`src/rtl/dmem_arbiter.sv`:
```
// ---------------------------------------------------------------------------
// dmem_arbiter
//   Two-requester arbiter for a single-port-write / single-port-read data
//   memory. Requester 0 is the CPU MEM stage, requester 1 is the loader.
//   After reset the block sweeps every memory word to zero (INIT), then
//   serves one transfer per cycle (RUN).
//
// Optional build macro:
//   DMEM_ARB_RR_EN  defined   -> round-robin arbitration (1-bit last_gnt)
//                   undefined -> fixed priority, requester 0 always wins
//
// Handshake: a transfer happens in a cycle where reqN_valid && reqN_ready.
//   reqN_ready is combinational from the valids and arbitration state and
//   never depends on any DUT output; a requester that is not granted must
//   hold its request stable. Writes complete in the transfer cycle with no
//   response. Reads return rspN_valid for exactly one cycle after the
//   transfer, with rspN_rdata holding its value while rspN_valid is low.
//
// Ports:
//   clk, rst                 clock, asynchronous active-high reset
//   reqN_valid/we/addr/wdata request from requester N (N = 0,1)
//   reqN_ready               grant for requester N
//   rspN_valid/rdata         read response for requester N
//   mem_we/wa/wd             memory write port
//   mem_ra/mem_rd            memory read port (address includes RD_OFS)
//   init_done                high from the first RUN cycle; this is the
//                            FSM state observation point (0=INIT, 1=RUN)
// ---------------------------------------------------------------------------
module dmem_arbiter #(
    parameter int NUM_WORDS = 64,
    parameter int AW        = 6,
    parameter int DW        = 32,
    parameter int RD_OFS    = 2
) (
    input  logic          clk,
    input  logic          rst,
    input  logic          req0_valid,
    input  logic          req0_we,
    input  logic [AW-1:0] req0_addr,
    input  logic [DW-1:0] req0_wdata,
    input  logic          req1_valid,
    input  logic          req1_we,
    input  logic [AW-1:0] req1_addr,
    input  logic [DW-1:0] req1_wdata,
    output logic          req0_ready,
    output logic          req1_ready,
    output logic          rsp0_valid,
    output logic [DW-1:0] rsp0_rdata,
    output logic          rsp1_valid,
    output logic [DW-1:0] rsp1_rdata,
    output logic          mem_we,
    output logic [AW-1:0] mem_wa,
    output logic [DW-1:0] mem_wd,
    output logic [AW-1:0] mem_ra,
    input  logic [DW-1:0] mem_rd,
    output logic          init_done
);

    typedef enum logic {
        ST_INIT = 1'b0,
        ST_RUN  = 1'b1
    } state_t;

    state_t        r_state;
    logic [AW-1:0] r_init_cnt;
    logic          r_rsp0_valid;
    logic          r_rsp1_valid;
    logic [DW-1:0] r_rsp0_rdata;
    logic [DW-1:0] r_rsp1_rdata;
`ifdef DMEM_ARB_RR_EN
    logic          r_last_gnt;
`endif

    logic          w_gnt0;
    logic          w_gnt1;
    logic          w_xfer;
    logic          w_init;
    logic [AW-1:0] w_addr;
    logic          w_we;
    logic [DW-1:0] w_wdata;

    assign w_init = (r_state == ST_INIT);

    // Grant logic. Nothing is granted while the init sweep owns the memory.
    always_comb begin
        w_gnt0 = 1'b0;
        w_gnt1 = 1'b0;
        if (!w_init) begin
`ifdef DMEM_ARB_RR_EN
            // On contention, grant whoever was not granted last.
            w_gnt1 = req1_valid && (!req0_valid || !r_last_gnt);
            w_gnt0 = req0_valid && !w_gnt1;
`else
            w_gnt0 = req0_valid;
            w_gnt1 = req1_valid && !req0_valid;
`endif
        end
    end

    assign w_xfer     = w_gnt0 | w_gnt1;
    assign req0_ready = w_gnt0;
    assign req1_ready = w_gnt1;

    // Address/data mux: requester 1 only when granted, otherwise requester 0,
    // so the read address keeps tracking req0 when idle.
    assign w_addr  = w_gnt1 ? req1_addr  : req0_addr;
    assign w_we    = w_gnt1 ? req1_we    : req0_we;
    assign w_wdata = w_gnt1 ? req1_wdata : req0_wdata;

    assign mem_we = w_init | (w_xfer & w_we);
    assign mem_wa = w_init ? r_init_cnt : w_addr;
    assign mem_wd = w_init ? '0 : w_wdata;
    // Memory read port returns data for (ra - RD_OFS); pre-add to compensate.
    assign mem_ra = w_addr + AW'(RD_OFS);

    assign rsp0_valid = r_rsp0_valid;
    assign rsp1_valid = r_rsp1_valid;
    assign rsp0_rdata = r_rsp0_rdata;
    assign rsp1_rdata = r_rsp1_rdata;
    assign init_done  = (r_state == ST_RUN);

    always_ff @(posedge clk or posedge rst) begin
        if (rst) begin
            r_state    <= ST_INIT;
            r_init_cnt <= '0;
        end else begin
            case (r_state)
                ST_INIT: begin
                    if (r_init_cnt == AW'(NUM_WORDS - 1)) begin
                        r_state    <= ST_RUN;
                        r_init_cnt <= '0;
                    end else begin
                        r_init_cnt <= r_init_cnt + 1'b1;
                    end
                end
                default: r_state <= ST_RUN;
            endcase
        end
    end

    always_ff @(posedge clk or posedge rst) begin
        if (rst) begin
            r_rsp0_valid <= 1'b0;
            r_rsp1_valid <= 1'b0;
            r_rsp0_rdata <= '0;
            r_rsp1_rdata <= '0;
        end else begin
            r_rsp0_valid <= w_gnt0 & ~req0_we;
            r_rsp1_valid <= w_gnt1 & ~req1_we;
            if (w_gnt0 && !req0_we) r_rsp0_rdata <= mem_rd;
            if (w_gnt1 && !req1_we) r_rsp1_rdata <= mem_rd;
        end
    end

`ifdef DMEM_ARB_RR_EN
    always_ff @(posedge clk or posedge rst) begin
        if (rst) begin
            r_last_gnt <= 1'b0;
        end else if (w_xfer) begin
            r_last_gnt <= w_gnt1;
        end
    end
`endif

endmodule

```
`config.mk`:
```
export PLATFORM = sky130hd
export DESIGN_NAME = dmem_arbiter
export DESIGN_NICKNAME = d
export VERILOG_FILES = /design/src/rtl/dmem_arbiter.sv
export SDC_FILE = /design/constraint.sdc
export NUM_CORES = 1
export LEC_CHECK = 0
export BUFFER_PORTS_ARGS = -buffer_cell sky130_fd_sc_hd__buf_2
export CORE_ASPECT_RATIO = 1.5
export CORE_UTILIZATION = 44
export CTS_CLUSTER_DIAMETER = 30
export DETAILED_ROUTE_END_ITERATION = 10
export GPL_ROUTABILITY_DRIVEN = 0
export PLACE_DENSITY_LB_ADDON = 0.15
export SETUP_SLACK_MARGIN = 0.05
export SKIP_CTS_REPAIR_TIMING = 1
export SYNTH_ARGS = -nofsm -noshare
export SYNTH_HDL_FRONTEND = slang
export SYNTH_SLANG_ARGS = --single-unit
```
`constraint.sdc`:
```
create_clock -name clk -period 2.7 [get_ports clk]
set_clock_uncertainty 0.05 [all_clocks]
set_input_delay 0.405 -clock clk [delete_from_list [all_inputs] [get_ports clk]]
set_output_delay 0.405 -clock clk [all_outputs]
set_load 0.02 [all_outputs]
```
== Word level (Yosys, flattened, before mapping) ==
Index checks and enable logic that the tools add are counted.
Word-level totals
  flip-flop bits (word level): 73
  latch bits: 0
  memory bits (writable): 0
  ROM bits: 0
  bits of input ports: 114
  output and inout bits: 114
  word-level logic and storage cells: 33
  memories kept: 0
Operators by class
  add/sub/neg operators: 2
  multipliers: 0
  div/mod/pow operators: 0
  $lt $le $gt $ge: 0
  equal/unequal tests: 1
  shifts and indexed selects: 0
  mux-type cells: 10
  bitwise logic cells: 8
  reductions and logical operators: 6
Operator list (count)
  $mux 32: 2
  $mux 6: 3
  $add 6x1->6 const B: 1
  $add 6x2->6 const B: 1
  $eq 6x6->1 const B: 1
  $mux 1: 5
  $and 1x1->1: 3
  $logic_and 1x1->1: 3
  $logic_not 1->1: 3
  $not 1->1: 3
  $or 1x1->1: 2

== Longest topological paths before layout ==
  word-level depth: 6
  mapped depth: 6
  mapped depth without buffers: 4

== Least setup slack after synthesis ==
Ideal clock, no wire load.
  path type: flip-flop to output port
  start point: register r_state, in the netlist init_done
  end point: output mem_wd[30]
  arrival time: 1.618 ns
  setup slack: 0.627 ns
  cell stages (with the launch flop): 5
  path buffers: 3
  cells stage by stage: dfrtp_1 -> buf_6 -> clkbuf_1 -> buf_2 -> a21boi_0
On the way
  cells in the longest elaborated chain, start to end: 3
RTL lines
  start, declared: RTL line 64  | state_t r_state;
  start signal, assigned: RTL line 124  | r_state <= ST_INIT;
  start signal, assigned: RTL line 130  | r_state <= ST_RUN;
  start signal, assigned: RTL line 136  | default: r_state <= ST_RUN;
  $mux 1: RTL line 88  | if (!w_init) begin
  $mux 32: RTL line 108  | assign w_wdata = w_gnt1 ? req1_wdata : req0_wdata;
  $mux 32 *: RTL line 112  | assign mem_wd = w_init ? '0 : w_wdata;
  end, declared: RTL line 53  | output logic [DW-1:0] mem_wd,
Mark *: on every way between the ends. The rest lies on a longest branch, timed or not.

== Final worst setup path ==
  start point: input req1_valid
  end point: output mem_wd[11]
On the way
  cells in the longest elaborated chain, start to end: 4
RTL lines
  start, declared: RTL line 41  | input logic req1_valid,
  $logic_and 1x1->1: RTL line 95  | w_gnt1 = req1_valid && !req0_valid;
  $mux 1: RTL line 88
  $mux 32: RTL line 108
  $mux 32: RTL line 112
Every way passes these cells.

==> key figures <==
Yosys
  • Main synth FF type: dfrtp_1
  • Seq/Total Area, Yosys: 0.4811
  • Post-synthesis cell area: around 3800 µm²
  • Yosys warning total: 0
  • Post-synth EDFFs: 0
  • Adder-cell share of the synthesized area: 0.003295
  • Synth Register Bits: 73
  • Synthesized instance count: 331
  • XOR/XNOR Fraction of Synth Area: 0.02306
  • Compound-Gate Fraction of Synth Area: 0.08567
  • Top post-synthesis cells by area: dfrtp_1 (48%), mux2_4 (11%), mux2_2 (11%)
  • Mux cell area share after synthesis: 0.2349
  • Synth Net Count: ~450
  • Async S/R FF share, synth: 1.000
  • Largest family of logic cells by synthesized area: multiplexers
  • Simple-gate share of the synthesized area: 0.1222
  • Post-synth cell types: 33
  • Mean post-synth cell area: roughly 11 µm²
  • Area share of the largest cell type after synthesis: 0.4811
  • Largest area contributor in the synthesized netlist: dfrtp_1

Global route
  • Initial antenna violation count: 2
  • Largest net degree at the start of global routing: between 40 and 50
  • Vias in the first global route: 3111
  • Total grt overflow: 0
  • Gr usage total: 0.2288
  • First-pass GRT wire length: 15530 µm

STA
  • Slew HR: 0.5249
  • Final setup viols: 0
  • Setup Total Neg Slack: 0 ns
  • Final Slew Violations: 0
  • Post-route minimum period: roughly 2.2 ns
  • Highest clock rate: 0.4511 GHz
  • Fin Hold WS: 0.1526 ns
  • Worst Max-Slew Pin Slew: between 0.7 and 0.8 ns
  • Tcrit/Tclk final: 0.8211
  • Final Hold Viols: 0
  • RSZ-0062 raised after global routing: false

Setup path
  • Crit-path max FO: 20
  • Crit path buf inv count: 3
  • Worst Setup Path Type: in -> out
  • Worst R2R Path Depth: 5
  • Data required time of the worst path: roughly 2.3 ns
  • Critical Path Max Stage Delay: between 0.4 and 0.5 ns
  • Delay-heaviest family, CP: buffers and inverters
  • Critical Path Start Type: input pin
  • Critical path arrival: 1.76 ns
  • CP Cell Sequence: buf_2 -> nor2b_2 -> buf_4 -> nand2_1 -> a21boi_0 -> buf_2
  • Setup crit end kind: primary output
  • Crit path top cell by count: buf_2
  • Crit-path slowest cell: nor2b_2
  • Cell depth of the worst setup path: 6

Detailed routing
  • ANT nets after route: 0
  • DR iter-0 viols: 149
  • Via Count: 3307
  • DRC: 0
  • Routed wire per std cell: about 15 µm
  • WL final: 10340 µm
  • DRT Pass-1 Iters: 4
  • Post-DR vias/cell: 4.951

Die
  • Die height: between 100 and 150 µm
  • # IOs: about 230
  • Core ar.: about 8400 µm²
  • Die area: roughly 9000 µm²
  • Initial Utilization: 0.4514
  • Die width: just under 80 µm
  • FP Rows: 41

Final layout
  • Fill count: between 700 and 800
  • Most common cell after layout, fill and taps aside: buf_2
  • Commonest non-fill, non-tap cells in the layout: buf_2 (227), nand2_1 (84), dfrtp_1 (73), mux2_2 (37), a21boi_0 (32)
  • Layout cells sized above 1: 0.5732
  • Final net count: around 670
  • Layout Cells excl Fill: 668
  • Area Overhead vs Synth: 40.26%

Power and ir drop
  • Internal: between 2000 and 2500 µW
  • Reg power frac: 0.420
  • Clock network fraction of total power: 0.501
  • Total power: approximately 2600 µW
  • Gate power share: 0.079
  • Power Dens Cells: 489.2 nW/µm²
  • Pleak: 0.003160 µW
  • Psw: between 500 and 600 µW
  • Sw Share: 0.2064
  • Maximum vdd drop: approximately 0.36 mV

Run status
  • Status: finished, final reports clean

Place
  • # port buffers: 227
  • Post-placement cell count: between 600 and 700
  • HPWL Detailed: ~7900 µm

Clock tree
  • Total CTS buffers: 9
  • CTS max path bufs: 2
  • H-tree Lvls: 3
  • CTS tree: built
  • Clk root buf: clkbuf_16
  • Clock Latency Late Sink: ~0.32 ns
  • CTS sink count: 73
  • CTS clk-pin slew, worst paths: approximately 0.050 ns

Run
  • Max-cap violations: 0

Min path
  • Worst hold path type: in -> async
## stage by stage
step	utilization	setup slack (ns)	instance area, µm²
2_1_floorplan	-	0.3917	3797
3_3_place_gp	0.5935	0.6105	4994
3_5_place_dp	0.5935	0.5244	4994
4_1_cts	0.6328	0.5264	5324
5_1_grt	0.6328	0.3492	5324
6_report	0.6331	0.4830	5326
## final timing paths
path	end	slack, ns	startpoint
max in group asynchronous	rsp0_rdata[8]	1.80	rst
max	mem_wd[11]	0.48	req1_valid
min reg2reg	rsp0_rdata[27]	0.45	rsp0_rdata[27]
min in group clk	rsp0_rdata[27]	0.27	mem_rd[27]
max reg2reg	rsp0_rdata[26]	1.01	init_done
min	rsp0_rdata[22]	0.15	rst
## power groups by stage
stage | sequential, µW | clock (µW) | combinational, µW
global route | 1090 | 1380 | 229
detailed placement | 1110 | 0 | 207
CTS | 1090 | 1320 | 207
floorplan | 1110 | 0 | 80.8
global placement | 1110 | 0 | 203
finish | 1090 | 1310 | 205
## flip-flops by register name (all words and copies together) (netlist names)
signal / flops
rsp0_rdata: 32
rsp1_rdata: 32
r_init_cnt: 6
init_done: 1
rsp0_valid: 1
rsp1_valid: 1
## cells by family (layout without fill, tap and decap cells)
logic type               count (synthesis)  count (layout)
flip-flops                              73              73
AO/OA/AOI/OAI                           46              46
adder cells (fa/ha/maj)                  1               1
multiplexers                            70              70
XOR/XNOR                                10              10
AND/OR/NAND/NOR                        106             106
other                                    0               1
buffers and inverters                   25             254
## Yosys cell counts (2+ instances only)
library cell  instances
nand2_1              84
dfrtp_1              73
mux2_2               37
a21boi_0             32
mux2_4               29
xor2_1                7
a31oi_1               6
clkbuf_1              6
nor2_1                6
buf_2                 5
buf_6                 5
inv_1                 4
mux2i_1               4
o21ai_0               4
nand3_1               3
xnor2_1               3
buf_12                2
buf_4                 2
nand2b_1              2
nand4_1               2
nand4b_1              2
o211ai_1              2
## area by class of cell
type / count / area (µm²) / share of cell area
inverter: 4 / 15.01 / 0.002819
clock buffer: 13 / 270.3 / 0.05074
multi-input combinational: 233 / 1784 / 0.3350
antenna: 1 / 2.502 / 0.0004698
sequential: 73 / 1827 / 0.3430
clock inverter: 2 / 60.06 / 0.01128
tap: 107 / 133.9 / 0.02513
timing repair buffer: 235 / 1234 / 0.2316
## per-layer routing
layer,track usage,part of all wire
met3,0.06535,0.087
met1,0.2863,0.42
met2,0.3681,0.46
met4,0.1019,0.030
met5,0,0.0013
(Power assumes the default switching activity.)
